$ cat config.mk
export PLATFORM = sky130hd
export DESIGN_NAME = seq_divider_flat
export DESIGN_NICKNAME = d
export VERILOG_FILES = /design/src/rtl/seq_divider_if.sv /design/src/rtl/seq_divider.sv /design/src/flat_wrapper.sv
export SDC_FILE = /design/constraint.sdc
export NUM_CORES = 1
export LEC_CHECK = 0
export ABC_AREA = 1
export BUFFER_PORTS_ARGS = -buffer_cell sky130_fd_sc_hd__buf_2
export CORE_ASPECT_RATIO = 0.6
export CORE_MARGIN = 2
export CORE_UTILIZATION = 55
export CTS_BUF_LIST = sky130_fd_sc_hd__clkbuf_4 sky130_fd_sc_hd__clkbuf_8
export DETAILED_ROUTE_END_ITERATION = 7
export GPL_ROUTABILITY_DRIVEN = 0
export PLACE_DENSITY = 0.83
export SYNTH_ARGS = -nofsm -noshare
export SYNTH_HDL_FRONTEND = slang
export SYNTH_SLANG_ARGS = --single-unit
$ cat constraint.sdc
create_clock -name clk -period 4.2 [get_ports clk]
set_clock_uncertainty 0.05 [all_clocks]
set_input_delay 0.63 -clock clk [delete_from_list [all_inputs] [get_ports clk]]
set_output_delay 0.63 -clock clk [all_outputs]
set_load 0.01 [all_outputs]
$ cat src/rtl/seq_divider_if.sv
// Handshake and data bundle between a controlling FSM and seq_divider.
interface seq_divider_if #(
  parameter int unsigned WIDTH = 4
);
  logic             start;
  logic [WIDTH-1:0] dividend;
  logic [WIDTH-1:0] divisor;
  logic             busy;
  logic             done;
  logic [WIDTH-1:0] quotient;
  logic [WIDTH-1:0] remainder;
  logic             div_by_zero;

  modport master (
    output start, dividend, divisor,
    input  busy, done, quotient, remainder, div_by_zero
  );

  modport slave (
    input  start, dividend, divisor,
    output busy, done, quotient, remainder, div_by_zero
  );
endinterface

$ cat src/rtl/seq_divider.sv
// Multi-cycle unsigned restoring divider: one quotient bit per clock,
// start/busy/done handshake, registered results held until the next completion.
module seq_divider #(
  parameter int unsigned WIDTH = 4
) (
  input  logic          clk,
  input  logic          rst_n,
  seq_divider_if.slave  div_if
);

  localparam int unsigned CNT_W = (WIDTH > 2) ? $clog2(WIDTH) : 1;

  typedef enum logic [1:0] {
    S_IDLE = 2'd0,
    S_RUN  = 2'd1,
    S_DONE = 2'd2
  } state_t;

  state_t           state_q, state_d;
  // Partial remainder; the (WIDTH+1)-th bit of the textbook form is always
  // zero after every step (rem < divisor), so only WIDTH bits are kept.
  logic [WIDTH-1:0] rem_q, rem_d;
  logic [WIDTH-1:0] q_q, q_d;
  logic [WIDTH-1:0] d_q, d_d;
  logic [CNT_W-1:0] count_q, count_d;
  logic             busy_q, busy_d;
  logic             done_q, done_d;
  logic [WIDTH-1:0] quot_q, quot_d;
  logic [WIDTH-1:0] remo_q, remo_d;
  logic             dbz_q, dbz_d;

  logic [WIDTH:0]   shifted_c;
  logic [WIDTH:0]   trial_c;
  logic [WIDTH-1:0] rem_step_c;
  logic [WIDTH-1:0] q_step_c;

  // One restoring step: shift in the next dividend bit and try to subtract.
  always_comb begin
    shifted_c = {rem_q, q_q[WIDTH-1]};
    trial_c   = shifted_c - {1'b0, d_q};
    if (!trial_c[WIDTH]) begin
      rem_step_c = trial_c[WIDTH-1:0];
      q_step_c   = {q_q[WIDTH-2:0], 1'b1};
    end else begin
      rem_step_c = shifted_c[WIDTH-1:0];
      q_step_c   = {q_q[WIDTH-2:0], 1'b0};
    end
  end

  // Next-state and datapath control.
  always_comb begin
    state_d = state_q;
    rem_d   = rem_q;
    q_d     = q_q;
    d_d     = d_q;
    count_d = count_q;
    busy_d  = busy_q;
    done_d  = 1'b0;
    quot_d  = quot_q;
    remo_d  = remo_q;
    dbz_d   = dbz_q;

    case (state_q)
      S_IDLE, S_DONE: begin
        state_d = S_IDLE;
        if (div_if.start) begin
          rem_d   = '0;
          q_d     = div_if.dividend;
          d_d     = div_if.divisor;
          count_d = '0;
          if (div_if.divisor == '0) begin
            state_d = S_DONE;
            busy_d  = 1'b0;
            done_d  = 1'b1;
            dbz_d   = 1'b1;
            quot_d  = '1;
            remo_d  = div_if.dividend;
          end else begin
            state_d = S_RUN;
            busy_d  = 1'b1;
          end
        end
      end
      S_RUN: begin
        rem_d   = rem_step_c;
        q_d     = q_step_c;
        count_d = CNT_W'(count_q + 1'b1);
        if (count_q == CNT_W'(WIDTH - 1)) begin
          state_d = S_DONE;
          busy_d  = 1'b0;
          done_d  = 1'b1;
          dbz_d   = 1'b0;
          quot_d  = q_step_c;
          remo_d  = rem_step_c;
        end
      end
      default: begin
        state_d = S_IDLE;
        busy_d  = 1'b0;
      end
    endcase
  end

  // State and output registers; reset aborts any operation in flight.
  always_ff @(posedge clk or negedge rst_n) begin
    if (!rst_n) begin
      state_q <= S_IDLE;
      rem_q   <= '0;
      q_q     <= '0;
      d_q     <= '0;
      count_q <= '0;
      busy_q  <= 1'b0;
      done_q  <= 1'b0;
      quot_q  <= '0;
      remo_q  <= '0;
      dbz_q   <= 1'b0;
    end else begin
      state_q <= state_d;
      rem_q   <= rem_d;
      q_q     <= q_d;
      d_q     <= d_d;
      count_q <= count_d;
      busy_q  <= busy_d;
      done_q  <= done_d;
      quot_q  <= quot_d;
      remo_q  <= remo_d;
      dbz_q   <= dbz_d;
    end
  end

  assign div_if.busy        = busy_q;
  assign div_if.done        = done_q;
  assign div_if.quotient    = quot_q;
  assign div_if.remainder   = remo_q;
  assign div_if.div_by_zero = dbz_q;

endmodule

$ cat src/flat_wrapper.sv
// flat-port wrapper written by rule: the top's interface ports become plain ports
module seq_divider_flat 
#(
  parameter int unsigned WIDTH = 4
)
  (clk, rst_n, div_if_start, div_if_dividend, div_if_divisor, div_if_busy, div_if_done, div_if_quotient, div_if_remainder, div_if_div_by_zero);
  seq_divider_if #(.WIDTH(WIDTH)) div_if_i ();
  input  logic clk;
  input  logic rst_n;
  input wire logic [$bits(div_if_i.start)-1:0] div_if_start;
  input wire logic [$bits(div_if_i.dividend)-1:0] div_if_dividend;
  input wire logic [$bits(div_if_i.divisor)-1:0] div_if_divisor;
  output wire logic [$bits(div_if_i.busy)-1:0] div_if_busy;
  output wire logic [$bits(div_if_i.done)-1:0] div_if_done;
  output wire logic [$bits(div_if_i.quotient)-1:0] div_if_quotient;
  output wire logic [$bits(div_if_i.remainder)-1:0] div_if_remainder;
  output wire logic [$bits(div_if_i.div_by_zero)-1:0] div_if_div_by_zero;
  assign div_if_i.start = div_if_start;
  assign div_if_i.dividend = div_if_dividend;
  assign div_if_i.divisor = div_if_divisor;
  assign div_if_busy = div_if_i.busy;
  assign div_if_done = div_if_i.done;
  assign div_if_quotient = div_if_i.quotient;
  assign div_if_remainder = div_if_i.remainder;
  assign div_if_div_by_zero = div_if_i.div_by_zero;
  seq_divider #(.WIDTH(WIDTH)) u_core (.clk(clk), .rst_n(rst_n), .div_if(div_if_i));
endmodule
==> results.py <==
metrics = {
    "layout": {
        "drive_gt1_share_pct": 19.6,
        "nets": 207,
        "area_growth_pct": 12.1,
        "diodes": 0,
    },
    "floorplan": {
        "die_x_um": 69.5,
        "rows": 14,
        "coreArea_mm2": 0.00247,
        "start_util_pct": 57.3,
        "fp.dieH_um": 43.3,
        "design.die.area_mm2": 0.00301,
        "io_pins": 22,
    },
    "route": {
        "ant_nets": 0,
        "routed_via_density": 5.26,
        "drt-total-wl_um": 2930,
        "drc": 0,
        "firstDrtPassIters": 4,
        "wire_per_inst_um": 13.3,
        "num_vias": 1162,
        "drtIter0Drc": 53,
    },
    "cts": {
        "holdBufCountCts": 0,
        "cts_tree": "built",
        "cts_htree_levels": 1,
        "clk_path_buf_depth": 2,
        "cts_root_buf": "clkbuf_8",
        "clk_pin_slew_worst_paths_ps": 90,
        "numCtsBuffers": 3,
        "clock_latency_ps": 270,
        "postCtsSetupBuffers": 0,
        "cts_resized": 0,
        "cts.sinks": 27,
    },
    "critical_path": {
        "rr_endpoint": "u_core.div_if.remainder[3]$_DFFE_PN0P_",
        "cp_num_buf_inv": 2,
        "cp_max_fo": 6,
        "critPathRequiredTime_ps": 4370,
        "r2r_setup_slack_ps": 2160,
        "start_kind": "flip-flop",
        "arrival_ps": 2210,
        "crit_top_cell": "nand2_1",
        "critPathTopFamily": "simple AND/OR/NAND/NOR gates",
        "criticalPathCategory": "reg2reg",
        "startpoint": "u_core.d_q[0]$_DFFE_PN0P_",
        "cpMaxStageDelayCell": "fa_1",
        "r2r_cells": 11,
        "path_cells": "ha_1, fa_1, inv_1, nand2_1, nand2_1, nand3_1, nand2_1, nand3_1, nand3_1, nand2_1, inv_1",
        "max_stage_delay_ps": 420,
        "cp-end-kind": "flip-flop",
        "r2r_start": "u_core.d_q[0]$_DFFE_PN0P_",
    },
    "yosys": {
        "async_reset_ff_share_pct": 100,
        "synth_most_common_cell": "nand2_1",
        "synth_edf_count": 0,
        "synth_area_leader_cell": "dfrtp_1",
        "synthesis.area_mm2": 0.00142,
        "ys_seq_area_share_pct": 47.7,
        "yosysUniqueCellTypes": 25,
        "ys_seq_elements": 27,
        "yosys_warnings": 0,
        "avgSynthCellArea_um2": 8.52,
        "netlist_instances": 166,
        "synth_ff_type": "dfrtp_1",
        "synth_area_leaders": "dfrtp_1, nand2_1, nand3_1",
        "synth_common_cells": "nand2_1, dfrtp_1, nand3_1",
        "synth_top_area_share_pct": 47.7,
        "synth_nets": 183,
    },
    "power": {
        "p_int_mw": 0.727,
        "p_total_mw": 1.33,
        "switching_share_pct": 45.6,
        "clock_power_share_pct": 11.4,
        "comb_power_share_pct": 54.2,
        "p_per_area_mw_per_mm2": 841,
        "p_sw_mw": 0.608,
        "sequentialPowerShare_pct": 34.4,
        "ir_drop_mv": 0.433,
        "power_leakage_nw": 0.852,
    },
    "timing": {
        "tightest_slew_ps": 584,
        "finalCritPeriodShare_pct": 48.7,
        "hold_viol_final": 0,
        "drv_slew": 0,
        "relSlewSlack_pct": 61.1,
        "finalSetupViolations": 0,
        "max_freq_mhz": 489,
        "setup-tns-final_ps": 0,
        "period_minus_slack_ps": 2040,
        "rsz0062_at_grt": "no",
    },
    "grt": {
        "grt_pass1_wl_um": 4730,
        "grt_overflow_total": 0,
        "first_global_vias": 1018,
        "grt_antenna_before_repair": 0,
        "grt_max_degree": 28,
        "grt_usage_pct": 21.1,
    },
    "status": {
        "status": "completed",
    },
    "flow_run": {
        "drv_cap": 0,
    },
    "worst_hold_path": {
        "hp-class": "in2async",
    },
    "place": {
        "hpwl_um": 2260,
        "port_buffers": 21,
    },
}
==> sequential cells by signal (all words and copies together), names as in the netlist, 2 cells and up <==
register / flops
u_core.count_q: 2
u_core.d_q: 4
u_core.div_if.quotient: 4
u_core.div_if.remainder: 4
u_core.q_q: 4
u_core.rem_q: 4
u_core.state_q: 2
==> power groups by stage <==
| stage | Combinational, mW | Clock (mW) | Sequential, mW |
|---|---|---|---|
| floorplan | 0.532 | 0 | 0.472 |
| global placement | 0.687 | 0 | 0.456 |
| CTS | 0.726 | 0.154 | 0.459 |
| detailed placement | 0.722 | 0 | 0.463 |
| finish | 0.724 | 0.152 | 0.459 |
| global route | 0.814 | 0.163 | 0.472 |
==> per-layer routing <==
metal | share of wire, % | GRT usage, % | wire (µm)
met1 | 47 | 29.2 | 1390
met2 | 46 | 33.8 | 1350
met3 | 5.5 | 4.99 | 161
met4 | 0.99 | 5.88 | 29
met5 | 0 | 0 | 0
==> logic make-up after synthesis <==
family,after synthesis,synth area share (%)
and+or+nand+nor,80,27.5
buffers and inverters,28,8.84
DFF,27,47.7
adders and majority gates,6,5.84
AOI/OAI and AO/OA,24,9.46
xor gates and xnor gates,1,0.619
==> cell type report <==
type | instances | area, µm²
Fill cell | 214 | 883
Sequential cell | 27 | 676
Multi-Input combinational cell | 111 | 614
Timing Repair Buffer | 21 | 105
Inverter | 26 | 103
Clock buffer | 4 | 48.8
Tap cell | 32 | 40.0
==> worst register-to-register path, cell delays in order (launching register included) <==
cell	delay (ps)
dfrtp_1	410
ha_1	230
fa_1	420
inv_1	90
nand2_1	50
nand2_1	80
nand3_1	80
nand2_1	190
nand3_1	170
nand3_1	130
nand2_1	50
inv_1	50
==> layout by cell type, fill, tap and decap left out <==
master    Yosys  final
o211ai_1      3      3
xnor2_1       1      1
a21oi_1       4      4
buf_2         0     21
nor2_4        2      2
or2_1         5      5
inv_4         2      2
nand2_1      36     36
nand3_1      22     22
dfrtp_1      27     27
nand2_2       2      2
ha_1          5      5
clkbuf_4      0      1
nor2_8        1      1
nand4_1       1      1
fa_1          1      1
o21ai_1       1      1
o22ai_1       1      1
inv_1        21     21
a22o_1        1      1
clkbuf_8      0      3
o21ai_0      13     13
inv_2         3      3
nand2_4       1      1
nor2_1        9      9
nor2_2        1      1
a31oi_1       1      1
==> worst max path at each step <==
stage	slack, ps	end	cells after the start
after CTS	2180	u_core.div_if.remainder[3]$_DFFE_PN0P_	11
after global placement	2240	u_core.div_if.remainder[0]$_DFFE_PN0P_	8
after detailed placement	2160	u_core.div_if.remainder[0]$_DFFE_PN0P_	8
final	2160	u_core.div_if.remainder[3]$_DFFE_PN0P_	11
after floorplan	2480	u_core.div_if.remainder[3]$_DFFE_PN0P_	10
after global routing	1960	u_core.div_if.remainder[3]$_DFFE_PN0P_	12
==> per-stage QoR <==
stage	area, µm²	worst slack (ps)	hold WS [ps]	util [%]	cells
finish	1590	2160	298	64.2	221
global route	1590	1960	339	64.2	221
CTS	1590	2180	321	64.2	221
detailed placement	1540	2160	419	62.3	217
global placement	1540	2240	405	62.3	217
floorplan	1420	2480	284	-	166
Power figures use the tool's default switching activity.
